==> src/rtl/tone_decoder.sv <==
// Measures the period of a square-wave input, classifies it against the 17-note table and
// shows the {high,mid,low} note code on a scanned 4-digit 7-segment display.

module tone_decoder #(
  parameter int unsigned STABLE      = 3,
  parameter int unsigned TIMEOUT     = 200000,
  parameter int unsigned TOL_SHIFT   = 6,
  // Right-shift applied to the nominal periods; nonzero only for a scaled-down clock.
  parameter int unsigned SCALE_SHIFT = 0
) (
  input  logic        clk,
  input  logic        rst_n,
  input  logic        tone_in,
  output logic [7:0]  note,
  output logic        note_valid,
  output logic        note_stb,
  output logic [17:0] period,
  output logic [3:0]  com,
  output logic [6:0]  seg
);

  localparam int unsigned NumNotes = 17;
  localparam int unsigned CntMax   = (1 << 18) - 1;

  localparam int unsigned NomPeriod [NumNotes] = '{
    153200, 136060, 121216, 114616, 102044, 90912, 80976,
    76484, 68148, 60704, 57312, 51024, 45460, 40488,
    38244, 34048, 30352
  };

  localparam logic [7:0] NoteCode [NumNotes] = '{
    8'h01, 8'h02, 8'h03, 8'h04, 8'h05, 8'h06, 8'h07,
    8'h08, 8'h10, 8'h18, 8'h20, 8'h28, 8'h30, 8'h38,
    8'h40, 8'h80, 8'hc0
  };

  typedef enum logic [0:0] {StIdle, StMeas} state_e;

  function automatic logic [6:0] seg7(input logic [3:0] d);
    logic [6:0] s;
    unique case (d)
      4'h0: s = 7'h3f;
      4'h1: s = 7'h06;
      4'h2: s = 7'h5b;
      4'h3: s = 7'h4f;
      4'h4: s = 7'h66;
      4'h5: s = 7'h6d;
      4'h6: s = 7'h7d;
      4'h7: s = 7'h07;
      4'h8: s = 7'h7f;
      4'h9: s = 7'h6f;
      4'ha: s = 7'h77;
      4'hb: s = 7'h7c;
      4'hc: s = 7'h39;
      4'hd: s = 7'h5e;
      4'he: s = 7'h79;
      4'hf: s = 7'h71;
    endcase
    return s;
  endfunction

  // Input synchronizer and edge detect
  logic sync1_q, sync2_q, prev_q;
  logic rise;

  assign rise = sync2_q & ~prev_q;

  always_ff @(posedge clk) begin
    if (!rst_n) begin
      sync1_q <= 1'b0;
      sync2_q <= 1'b0;
      prev_q  <= 1'b0;
    end else begin
      sync1_q <= tone_in;
      sync2_q <= sync1_q;
      prev_q  <= sync2_q;
    end
  end

  // Period measurement FSM
  state_e      state_q, state_d;
  logic [17:0] cnt_q, cnt_d;
  logic [17:0] period_q, period_d;
  logic        req_q, req_d;
  logic        timeout;

  always_comb begin
    state_d  = state_q;
    cnt_d    = cnt_q;
    period_d = period_q;
    req_d    = 1'b0;
    timeout  = 1'b0;
    case (state_q)
      StIdle: begin
        cnt_d = '0;
        if (rise) begin
          state_d = StMeas;
          cnt_d   = 18'd1;
        end
      end
      StMeas: begin
        // A rise on the timeout cycle still counts as a measured period.
        if (rise) begin
          period_d = cnt_q;
          cnt_d    = 18'd1;
          req_d    = 1'b1;
        end else if (32'(cnt_q) >= TIMEOUT) begin
          timeout = 1'b1;
          state_d = StIdle;
          cnt_d   = '0;
        end else if (32'(cnt_q) != CntMax) begin
          cnt_d = cnt_q + 18'd1;
        end
      end
      default: state_d = StIdle;
    endcase
  end

  always_ff @(posedge clk) begin
    if (!rst_n) begin
      state_q  <= StIdle;
      cnt_q    <= '0;
      period_q <= '0;
      req_q    <= 1'b0;
    end else begin
      state_q  <= state_d;
      cnt_q    <= cnt_d;
      period_q <= period_d;
      req_q    <= req_d;
    end
  end

  // Classification: windows are disjoint, so the per-note hits can simply be OR-ed
  logic [NumNotes*8-1:0] masked;
  logic [7:0]            cand_d, cand_q;
  logic                  cand_vld_q;

  for (genvar g = 0; g < NumNotes; g++) begin : g_win
    localparam int unsigned Nom = NomPeriod[g] >> SCALE_SHIFT;
    localparam int unsigned Tol = Nom >> TOL_SHIFT;
    logic hit;
    assign hit = (32'(period_q) + Tol >= Nom) && (32'(period_q) <= Nom + Tol);
    assign masked[g*8 +: 8] = hit ? NoteCode[g] : 8'h00;
  end

  always_comb begin
    cand_d = '0;
    for (int i = 0; i < NumNotes; i++) begin
      cand_d = cand_d | masked[i*8 +: 8];
    end
  end

  always_ff @(posedge clk) begin
    if (!rst_n) begin
      cand_q     <= '0;
      cand_vld_q <= 1'b0;
    end else begin
      cand_q     <= cand_d;
      cand_vld_q <= req_q;
    end
  end

  // Stability filter
  logic [7:0] last_q, last_d;
  logic [2:0] match_q, match_d;
  logic [7:0] note_q, note_d;
  logic       stb_q, stb_d;
  logic       valid_q;

  always_comb begin
    last_d  = last_q;
    match_d = match_q;
    note_d  = note_q;
    stb_d   = 1'b0;
    if (timeout) begin
      last_d  = '0;
      match_d = '0;
      note_d  = '0;
      stb_d   = (note_q != 8'h00);
    end else if (cand_vld_q) begin
      last_d = cand_q;
      if (cand_q == last_q) begin
        match_d = (match_q >= 3'(STABLE)) ? match_q : match_q + 3'd1;
      end else begin
        match_d = 3'd1;
      end
      if (match_d >= 3'(STABLE) && cand_q != note_q) begin
        note_d = cand_q;
        stb_d  = 1'b1;
      end
    end
  end

  always_ff @(posedge clk) begin
    if (!rst_n) begin
      last_q  <= '0;
      match_q <= '0;
      note_q  <= '0;
      stb_q   <= 1'b0;
      valid_q <= 1'b0;
    end else begin
      last_q  <= last_d;
      match_q <= match_d;
      note_q  <= note_d;
      stb_q   <= stb_d;
      valid_q <= (note_d != 8'h00);
    end
  end

  // Display scan
  logic [14:0] scan_q;
  logic [3:0]  digit;
  logic        blank;

  always_ff @(posedge clk) begin
    if (!rst_n) begin
      scan_q <= '0;
    end else begin
      scan_q <= scan_q + 15'd1;
    end
  end

  always_comb begin
    com   = 4'hf;
    digit = 4'h0;
    blank = 1'b1;
    unique case (scan_q[14:13])
      2'd0: begin
        com   = 4'h7;
        digit = {2'b00, note_q[7:6]};
        blank = 1'b0;
      end
      2'd1: begin
        com   = 4'hb;
        digit = {1'b0, note_q[5:3]};
        blank = 1'b0;
      end
      2'd2: begin
        com   = 4'hd;
        digit = {1'b0, note_q[2:0]};
        blank = 1'b0;
      end
      2'd3: begin
        com   = 4'hf;
        blank = 1'b1;
      end
    endcase
    seg = blank ? 7'h00 : seg7(digit);
  end

  assign note       = note_q;
  assign note_valid = valid_q;
  assign note_stb   = stb_q;
  assign period     = period_q;

endmodule

==> config.mk <==
export PLATFORM = sky130hd
export DESIGN_NAME = tone_decoder
export DESIGN_NICKNAME = d
export VERILOG_FILES = /design/src/rtl/tone_decoder.sv
export SDC_FILE = /design/constraint.sdc
export NUM_CORES = 1
export LEC_CHECK = 0
export BUFFER_PORTS_ARGS = -buffer_cell sky130_fd_sc_hd__buf_2
export CORE_ASPECT_RATIO = 1.4
export CORE_UTILIZATION = 45
export CTS_BUF_LIST = sky130_fd_sc_hd__clkbuf_2 sky130_fd_sc_hd__clkbuf_4 sky130_fd_sc_hd__clkbuf_8
export CTS_CLUSTER_SIZE = 25
export DETAILED_ROUTE_END_ITERATION = 8
export HOLD_SLACK_MARGIN = 0.12
export SLEW_MARGIN = 10
export SYNTH_ARGS = -nofsm -noshare
export SYNTH_HDL_FRONTEND = slang
export SYNTH_SLANG_ARGS = --single-unit
export TNS_END_PERCENT = 100
==> constraint.sdc <==
create_clock -name clk -period 3.7 [get_ports clk]
set_input_delay 0.925 -clock clk [delete_from_list [all_inputs] [get_ports clk]]
set_output_delay 0.925 -clock clk [all_outputs]
set_load 0.005 [all_outputs]
Yosys cells after proc, flatten, opt, wreduce, memory -nomap -nowiden
Memories as Yosys holds them, arrays and structs flattened.
Cells that the tools add are included.

storage, ports and cells
  memories kept = 1
  register bits = 86
  input bits = 3
  output and inout port bits = 39
  bits in read-only memories = 112

memory list
  memory           depth  bits a word  rd ports  clocked after Yosys merged registers in  write ports  RTL line  text
  (no name shown)  16     7            1         0                                        0            41        unique case (d)

operators by class
  $add $sub $neg = 20
  multiplexer cells = 43
  bitwise operators = 20
  order comparisons = 37
  eq/ne operators = 7
  reduce and logical (&&, ||, !) cells = 25

operators by type and width
  cell                                                                      count
  18-bit by 10-bit adder with 19-bit output (second input constant)         7
  18-bit by 11-bit adder with 19-bit output (second input constant)         7
  19-bit by 16-bit >= comparator with 1-bit output (second input constant)  7
  19-bit by 17-bit >= comparator with 1-bit output (second input constant)  7
  18-bit by 16-bit <= comparator with 1-bit output (second input constant)  7
  18-bit by 17-bit <= comparator with 1-bit output (second input constant)  7
  18-bit 2-to-1 mux                                                         3
  8-bit 2-to-1 mux                                                          5
  18-bit by 12-bit adder with 19-bit output (second input constant)         2
  19-bit by 18-bit >= comparator with 1-bit output (second input constant)  2
  18-bit <= comparator (second input constant)                              2
  18-bit case mux with 2 select lines                                       1
  3-bit 2-to-1 mux                                                          8
  6-bit 2-to-1 mux                                                          4
  18-bit by 9-bit adder with 19-bit output (second input constant)          1
  19-bit by 15-bit >= comparator with 1-bit output (second input constant)  1
  18-bit by 1-bit adder with 18-bit output (second input constant)          1
  18-bit >= comparator (second input constant)                              1
  18-bit by 15-bit <= comparator with 1-bit output (second input constant)  1
  1-bit logical AND                                                         18
  18-bit inequality test (second input constant)                            1
  6-bit OR                                                                  3
  4-bit case mux with 4 select lines                                        1
  8-bit nonzero test                                                        2
  32 further kinds                                                          53

Logic depth before layout (Yosys ltp)
Gate-level depths: netlist of run 1.

  depth after elaboration = 20
  depth in mapped cells = 14
  mapped depth without buffers = 10

Least setup slack after synthesis of run 1
OpenSTA, ideal clock, no wires.

  path kind = reg2reg
  start point = register period_q[3] (netlist: period[3])
  end point = register cand_q[3]
  slack = 0.441 ns
  setup time = 0.058 ns
  stages on the path, launching flop included = 14
  arrival time = 3.201 ns
  clock period less this slack = 3.259 ns
  path buffers = 3
  cell sequence = dfxtp_1 -> buf_4 -> clkbuf_1 -> inv_1 -> ha_1 -> clkbuf_1 -> o211ai_1 -> a211oi_1 -> or3_1 -> or4_1 -> o221a_2 -> a21o_1 -> a311oi_1 -> o21a_1

on the way
  word-level cells in the longest chain between the ends = 14
  elaborated cells between the ends (all ways) = 30
  those cells by class = add/sub (4); order compare (8); mux (4); bitwise (10); reduce/logical (4)

RTL lines
  element                                           RTL line  text
  from (decl)                                       83        logic [17:0] period_q, period_d;
  from (signal assigned)                            128       period_q <= period_d;
  18-bit by 11-bit adder with 19-bit output         142       assign hit = (32'(period_q) + Tol >= Nom) && (32'(period_q) <= Nom + Tol);
  19-bit by 17-bit >= comparator with 1-bit output  142
  1-bit logical AND                                 142
  4-bit 2-to-1 mux                                  143       assign masked[g*8 +: 8] = hit ? NoteCode[g] : 8'h00;
  3-bit by 4-bit OR with 4-bit output               149       cand_d = cand_d | masked[i*8 +: 8];
  4-bit by 5-bit OR with 5-bit output               149
  5-bit OR                                          149
  5-bit by 6-bit OR with 6-bit output               149
  6-bit OR (2 in series)                            149
  6-bit OR *                                        149
  6-bit by 7-bit OR with 7-bit output *             149
  7-bit by 8-bit OR with 8-bit output *             149
  8-bit OR *                                        149
  to (signal assigned)                              158       cand_q <= cand_d;
  to (decl)                                         135       logic [7:0] cand_d, cand_q;

Mark *: on every way between the ends. The rest lies on a longest branch, timed or not.
A chain may end at the register's enable or synchronous reset.

Worst setup path in the final report of run 1
  start point = register period_q[4] (netlist: period[4])
  end point = register cand_q[0]

on the way
  word-level cells in the longest chain between the ends = 20
  elaborated cells between the ends (all ways) = 36
  those cells by class = add/sub (4); order compare (8); mux (4); bitwise (16); reduce/logical (4)

RTL lines
  element                                           RTL line
  18-bit by 12-bit adder with 19-bit output         142
  19-bit by 18-bit >= comparator with 1-bit output  142
  1-bit logical AND                                 142
  1-bit 2-to-1 mux                                  143
  1-bit by 2-bit OR with 2-bit output               149
  2-bit OR                                          149
  2-bit by 3-bit OR with 3-bit output               149
  3-bit OR (2 in series)                            149
  3-bit OR *                                        149
  3-bit by 4-bit OR with 4-bit output *             149
  4-bit by 5-bit OR with 5-bit output *             149
  5-bit OR *                                        149
  5-bit by 6-bit OR with 6-bit output *             149
  6-bit OR * (3 in series)                          149
  6-bit by 7-bit OR with 7-bit output *             149
  7-bit by 8-bit OR with 8-bit output *             149
  8-bit OR *                                        149

Marks and branches as above.

==> results.ini, run 1 <==
[final_layout]
multi_input_area_mm2=0.00700
final_nets=1437
syn2layout_area_growth_pct=11.1
drive_above_1_share_pct=14.0
regArea_mm2=0.00173
nFillCells=2096

[clocking]
ctsHtreeMaxLevel=3
cts_sinks=86
postCtsSetupBuffers=0
clock_latency_ns=0.38
clk_pin_slew_ns=0.11
numCtsBuffers=9
postCtsHoldBufs=0
clockBufferDepth=2
cts_tree=yes
cts_resized=0
root_buffer=clkbuf_8

[sta]
fmax_mhz=291
relSlewSlack_pct=23.8
tightestPinTransition_ns=1.13
timing_max_transition_violations_final=0
setup_viol=0
hold_ws_ns=0.432
setup_ws_ns=0.260
finalClockSkew_ns=0.0221
rsz0062_at_grt=false
min_period_ns=3.44
fin_tns_setup_ns=0
period_share_pct=93.0
final_hold_viol_count=0

[critical_path]
critPathArrivalTime_ns=3.73
start_kind=flop
r2r_cells=11
critPathCaptureType=flop
r2r-start=period[4]$_SDFFE_PN0P_
worst-path-max-fanout=16
crit_type=flop to flop
critPathCapture=cand_q[0]$_SDFF_PN0_
critPathLaunch=period[4]$_SDFFE_PN0P_
r2r_setup_slack_ns=0.26
required_ns=3.99
r2r_end=cand_q[0]$_SDFF_PN0_

[logic_synthesis]
syn-num-nets=1392
yosys-top-cells-area=dfxtp_1 (18%), a21oi_1 (6.8%), nand2_1 (5.9%)
synth-compound-area-share_pct=33.5
synth_simple_gate_area_share_pct=27.9
synth_top_area_share_pct=18.5
netlist_instances=1363
synth_top_family_by_area=compound AO/OA/AOI/OAI gates
synth-xor-area-share_pct=6.95
netlist_top_cells_count=nand2_1 (147), a21oi_1 (127), nor2_1 (120)
synth_edf_count=0
synth_fa_ha_area_share_pct=3.60
seq_area_frac_synth_pct=18.5
synth_most_common_cell=nand2_1
synth.distinct_cells=91
synth_ff_type=dfxtp_1
syn_area_per_cell_um2=6.84
synth_area_mm2=0.00932
synthMuxAreaShare_pct=3.13
synth_top_area_cell=dfxtp_1
synth_seq_cells=86
ys_warn_count=0
synthArstFlopShare_pct=0

[global_route]
grt_pass1_wl_um=65800
antenna_found_initial=2
busiest_layer=met2
grt_util_met3_pct=11.0
met1_usage_pct=49.3
grt_usage_pct=42.4
grt_overflow=0
met2_usage_pct=65.6
grt_start_max_net_pins=43
first_global_vias=10457

[floorplan]
coreArea_mm2=0.0201
die_area_mm2=0.0213
num_rows=61
start_util_pct=46.4
fp.dieH_um=172
ios=42
die_w_um=124

[flow_run]
maxCapViolCount=0

[routing]
drt-initial-drc-count=1278
via_per_inst=7.05
totalWireLength_um=45300
wire_per_inst_um=27.2
vias=11739
drtPass1Iterations=6
drc=0
ant_nets=0

[status]
outcome=finished clean

[power]
p_per_area_mw_per_mm2=161
vdd_drop_max_uv=129
p_leak_nw=3.68
p_total_w=0.00167

[placed_design]
gp_congestion=1.10
portBuffers=40
dp_hpwl_um=33400
place_ws_ns=0.418

[hold_path]
hp-class=flop to flop

-- cell type report --
class,instances,share of cell area (%)
Timing Repair Buffer,142,9.57
Multi-Input combinational cell,1134,67.6
Clock buffer,9,1.20
Sequential cell,86,16.7
Antenna cell,1,0.0242
Tap cell,252,3.04
Clock inverter,6,0.689
Inverter,35,1.27
-- worst max-delay path, stage by stage, from the launching register on --
cell and delay (ns):
dfxtp_1 0.34, inv_2 0.06, buf_4 0.26, ha_1 0.50, nand3_1 0.37, and3_1 0.33
a2111oi_0 0.54, nor2_1 0.08, nand4_1 0.20, o2111ai_1 0.14, a31o_2 0.28, a41oi_1 0.23
-- routing by layer --
| layer | vias up | wire [um] |
|---|---|---|
| li1 | 5143 | - |
| met4 | 2 | 4170 |
| met2 | 872 | 19500 |
| met3 | 260 | 5040 |
| met5 | - | 9 |
| met1 | 5462 | 16700 |
-- metrics by stage --
stage / utilization [%] / cell area (um2) / cells
after floorplan: - / 9320 / 1363
after CTS: 51.6 / 10400 / 1664
final: 51.6 / 10400 / 1665
after global placement: 50.6 / 10200 / 1649
after global routing: 51.6 / 10400 / 1664
after detailed placement: 50.6 / 10200 / 1649
-- placed cells by master (no fill, tap or decap), drive strengths merged, types with 16 or more instances in the layout --
cell type / Yosys / layout
nand2: 147 / 147
buf: 47 / 142
a21oi: 130 / 130
nor2: 121 / 121
o21ai: 98 / 98
dfxtp: 86 / 86
nand3: 58 / 58
xnor2: 56 / 56
a31oi: 46 / 46
nor3: 41 / 41
inv: 31 / 33
mux2i: 28 / 28
ha: 26 / 26
a211oi: 22 / 22
and3: 22 / 22
nor2b: 20 / 20
o211ai: 20 / 20
nor4: 19 / 19
xor2: 18 / 18
and2: 18 / 18
nand2b: 17 / 17
a21o: 17 / 17
o22ai: 17 / 17
nand4: 16 / 16
-- how the worst min path moves through the flow --
stage / from / endpoint / slack (ns) / cells after the start
finish: sync1_q$_SDFF_PN0_ / sync2_q$_SDFF_PN0_ / 0.43 / 1
CTS: sync1_q$_SDFF_PN0_ / sync2_q$_SDFF_PN0_ / 0.44 / 1
floorplan: req_q$_SDFF_PN0_ / cand_vld_q$_SDFF_PN0_ / 0.41 / 1
global placement: sync1_q$_SDFF_PN0_ / sync2_q$_SDFF_PN0_ / 0.41 / 1
global route: sync1_q$_SDFF_PN0_ / sync2_q$_SDFF_PN0_ / 0.46 / 1
detailed placement: req_q$_SDFF_PN0_ / cand_vld_q$_SDFF_PN0_ / 0.42 / 1
-- sequential cells by signal, summed over array words and instances, names as in the netlist --
name,cells
sync2_q,1
last_q,8
req_q,1
period,18
note_valid,1
cand_q,8
match_q,3
note,8
sync1_q,1
state_q,1
cnt_q,18
note_stb,1
cand_vld_q,1
scan_q,15
prev_q,1
-- report_power, final --
group          internal [W]  switching [W]  leakage [nW]
Combinational    0.00000805      0.0000256          2.88
Sequential         0.000930     0.00000445         0.695
Clock              0.000316       0.000383        0.0976
Total               0.00125       0.000413          3.68
-- kinds of logic after synthesis --
| logic type | Yosys count |
|---|---|
| AO/OA/AOI/OAI | 476 |
| XOR/XNOR | 74 |
| adder cells (fa/ha/maj) | 27 |
| buffers and inverters | 143 |
| flip-flops | 86 |
| multiplexers | 29 |
| other | 1 |
| AND/OR/NAND/NOR | 527 |
(Power assumes the default switching activity.)
==> run 2, diff against run 1 <==
- CORE_MARGIN: unset -> 5
- CTS_BUF_LIST: sky130_fd_sc_hd__clkbuf_2 sky130_fd_sc_hd__clkbuf_4 sky130_fd_sc_hd__clkbuf_8 -> sky130_fd_sc_hd__clkbuf_8
==> run 2 against run 1 <==
  * The flow now finishes with violations (setup timing)
  * Critical path depth fell by 2
  * Global-route usage shrank 6.0 points
  * Wire length is 0.44% lower
  * Critical endpoint is now cand_q[3]$_SDFF_PN0_
==> results.ini, run 2 (synthesis gave the netlist of run 1 again) <==
[status]
outcome=finished with violations
violations=setup timing

[placed_design]
portBuffers=40  ; unchanged
dp_hpwl_um=34400  ; +3.0%
gp_congestion=1.15  ; +4.5%

[global_route]
grt_pass1_wl_um=67600  ; +2.8%
grt_usage_pct=36.4  ; -6.0 points
antenna_found_initial=1  ; -1
grt_start_max_net_pins=37  ; -14%
first_global_vias=10806  ; +3.3%
grt_overflow=0  ; unchanged

[clocking]
ctsHtreeMaxLevel=3  ; unchanged
clock_latency_ns=0.41  ; +0.03 ns
numCtsBuffers=9  ; unchanged
postCtsSetupBuffers=0  ; unchanged
cts_tree=yes
clockBufferDepth=2  ; unchanged
cts_sinks=86  ; unchanged
root_buffer=clkbuf_8
clk_pin_slew_ns=0.11  ; about the same

[sta]
fin_tns_setup_ns=-0.0151  ; -0.0151 ns
final_hold_viol_count=0  ; unchanged
rsz0062_at_grt=false
period_share_pct=100  ; +7.4 points
relSlewSlack_pct=35.6  ; +12 points
min_period_ns=3.72  ; +0.275 ns
setup_ws_ns=-0.0151  ; -0.275 ns
timing_max_transition_violations_final=0  ; unchanged
setup_viol=1  ; +1
tightestPinTransition_ns=0.963  ; -0.169 ns
hold_ws_ns=0.448  ; +0.0157 ns
finalClockSkew_ns=0.0306  ; +0.00847 ns
fmax_mhz=269  ; -7.4%

[final_layout]
final_common_cell=nand2_1
drive_above_1_share_pct=14.6  ; +0.65 points
diodes=0  ; -1
nFillCells=2166  ; +3.3%
final_nets=1442  ; +0.35%
layout_common_cells=nand2_1 (147), a21oi_1 (127), nor2_1 (120)
syn2layout_area_growth_pct=11.9

[routing]
drt-initial-drc-count=1609  ; +26%
vias=11509  ; -2.0%
via_per_inst=6.88  ; -2.5%
drc=0  ; unchanged
drtPass1Iterations=8  ; +2
wire_per_inst_um=27.0  ; -0.97%
totalWireLength_um=45100  ; -0.44%
ant_nets=0  ; unchanged

[flow_run]
maxCapViolCount=0  ; unchanged

[floorplan]
die_area_mm2=0.0237  ; +11%
coreArea_mm2=0.0205  ; +2.0%
fp.dieH_um=180  ; +4.6%
die_w_um=132  ; +6.5%
start_util_pct=45.5  ; -0.92 points
ios=42  ; unchanged
num_rows=62  ; +1.6%

[critical_path]
crit_chain=clkinv_1 > buf_4 > a21oi_1 > a311oi_2 > or4_1 > o221a_2 > a21o_1 > a311oi_2 > o21a_1
crit_buf_inv=2  ; unchanged
r2r_setup_slack_ns=-0.02  ; -0.28 ns
r2r-start=period[7]$_SDFFE_PN0P_
start_kind=flop
critPathLaunch=period[7]$_SDFFE_PN0P_
critPathSlowestCell=dfxtp_2
cp_top_family=compound AO/OA/AOI/OAI gates
critPathCaptureType=flop
critPathArrivalTime_ns=4.05  ; +0.32 ns
crit_path_frequent_cell=a311oi_2
crit_type=flop to flop
worst-path-max-fanout=26  ; +10
required_ns=4.03  ; +0.04 ns
max_stage_delay_ns=0.71  ; +0.17 ns

[power]
switching_share_pct=29.3  ; +4.6 points
p_int_w=0.00121  ; -3.8%
power.share.clock_pct=43.3  ; +1.4 points
power_frac_comb_pct=1.9  ; about the same
p_leak_nw=3.70  ; +0.69%
pwr-share-seq_pct=54.8  ; -1.3 points
switchingPower_w=0.000501  ; +21%
p_per_area_mw_per_mm2=164  ; +1.7%
vdd_drop_max_uv=155  ; +20%

[hold_path]
hp-class=flop to flop
hold_start=sync1_q$_SDFF_PN0_

run 2: cell count changes in the layout (fill, tap and decap cells not counted), moves of 2 or more:
cell	before	now
buf_4	100	104
clkinv_4	1	3
a311oi_2	0	2
inv_8	1	3
a311oi_1	8	6
run 2: what timing repair did:
| item | 4_1_cts | 5_1_grt |
|---|---|---|
| setup endpoints to repair | 1 | 1 |
| hold buffers | 0 | 0 |
| gates resized for setup | 1 | 2 |
run 2: routing by layer:
layer	wire length, um	part of all wire [%]	vias to the layer above	GRT usage, %
li1	-	-	5154	-
met1	16800	37	5287	44.4
met2	19700	44	809	56.9
met3	4360	9.7	259	7.18
met4	4220	9.3	0	26.3
met5	0	0	-	0
run 2: area by class of cell:
cell class	count	area (um2)	share of cell area [%]
Clock inverter	7	76.3	0.731
Tap cell	256	320	3.07
Timing Repair Buffer	147	1040	9.98
Sequential cell	86	1730	16.5
Inverter	35	131	1.26
Clock buffer	9	124	1.19
Multi-Input combinational cell	1134	7020	67.2
run 2: final timing paths:
path,end,cells after the start
max,cand_q[3]$_SDFF_PN0_,9
min,sync2_q$_SDFF_PN0_,1
max reg2reg,cand_q[3]$_SDFF_PN0_,9
min reg2reg,sync2_q$_SDFF_PN0_,1
run 2: through the flow:
step	power (W)	cell area, um2	util [%]	worst slack (ns)	cells
floorplan	0.000979	9320	-	0.441	1363
global placement	0.000989	10200	49.9	-0.0114	1658
detailed placement	0.000989	10200	49.9	0.00286	1658
CTS	0.00173	10400	50.9	0.122	1674
global route	0.00176	10400	51.0	0.0321	1674
finish	0.00171	10400	51.0	-0.0151	1674
run 2: power groups by stage:
stage                     clock (W)  sequential, W  combinational, W
after floorplan                   0       0.000954         0.0000251
after global placement            0       0.000957         0.0000328
after detailed placement          0       0.000957         0.0000329
after CTS                  0.000757       0.000936         0.0000331
after global routing       0.000786       0.000937         0.0000376
final                      0.000739       0.000936         0.0000332
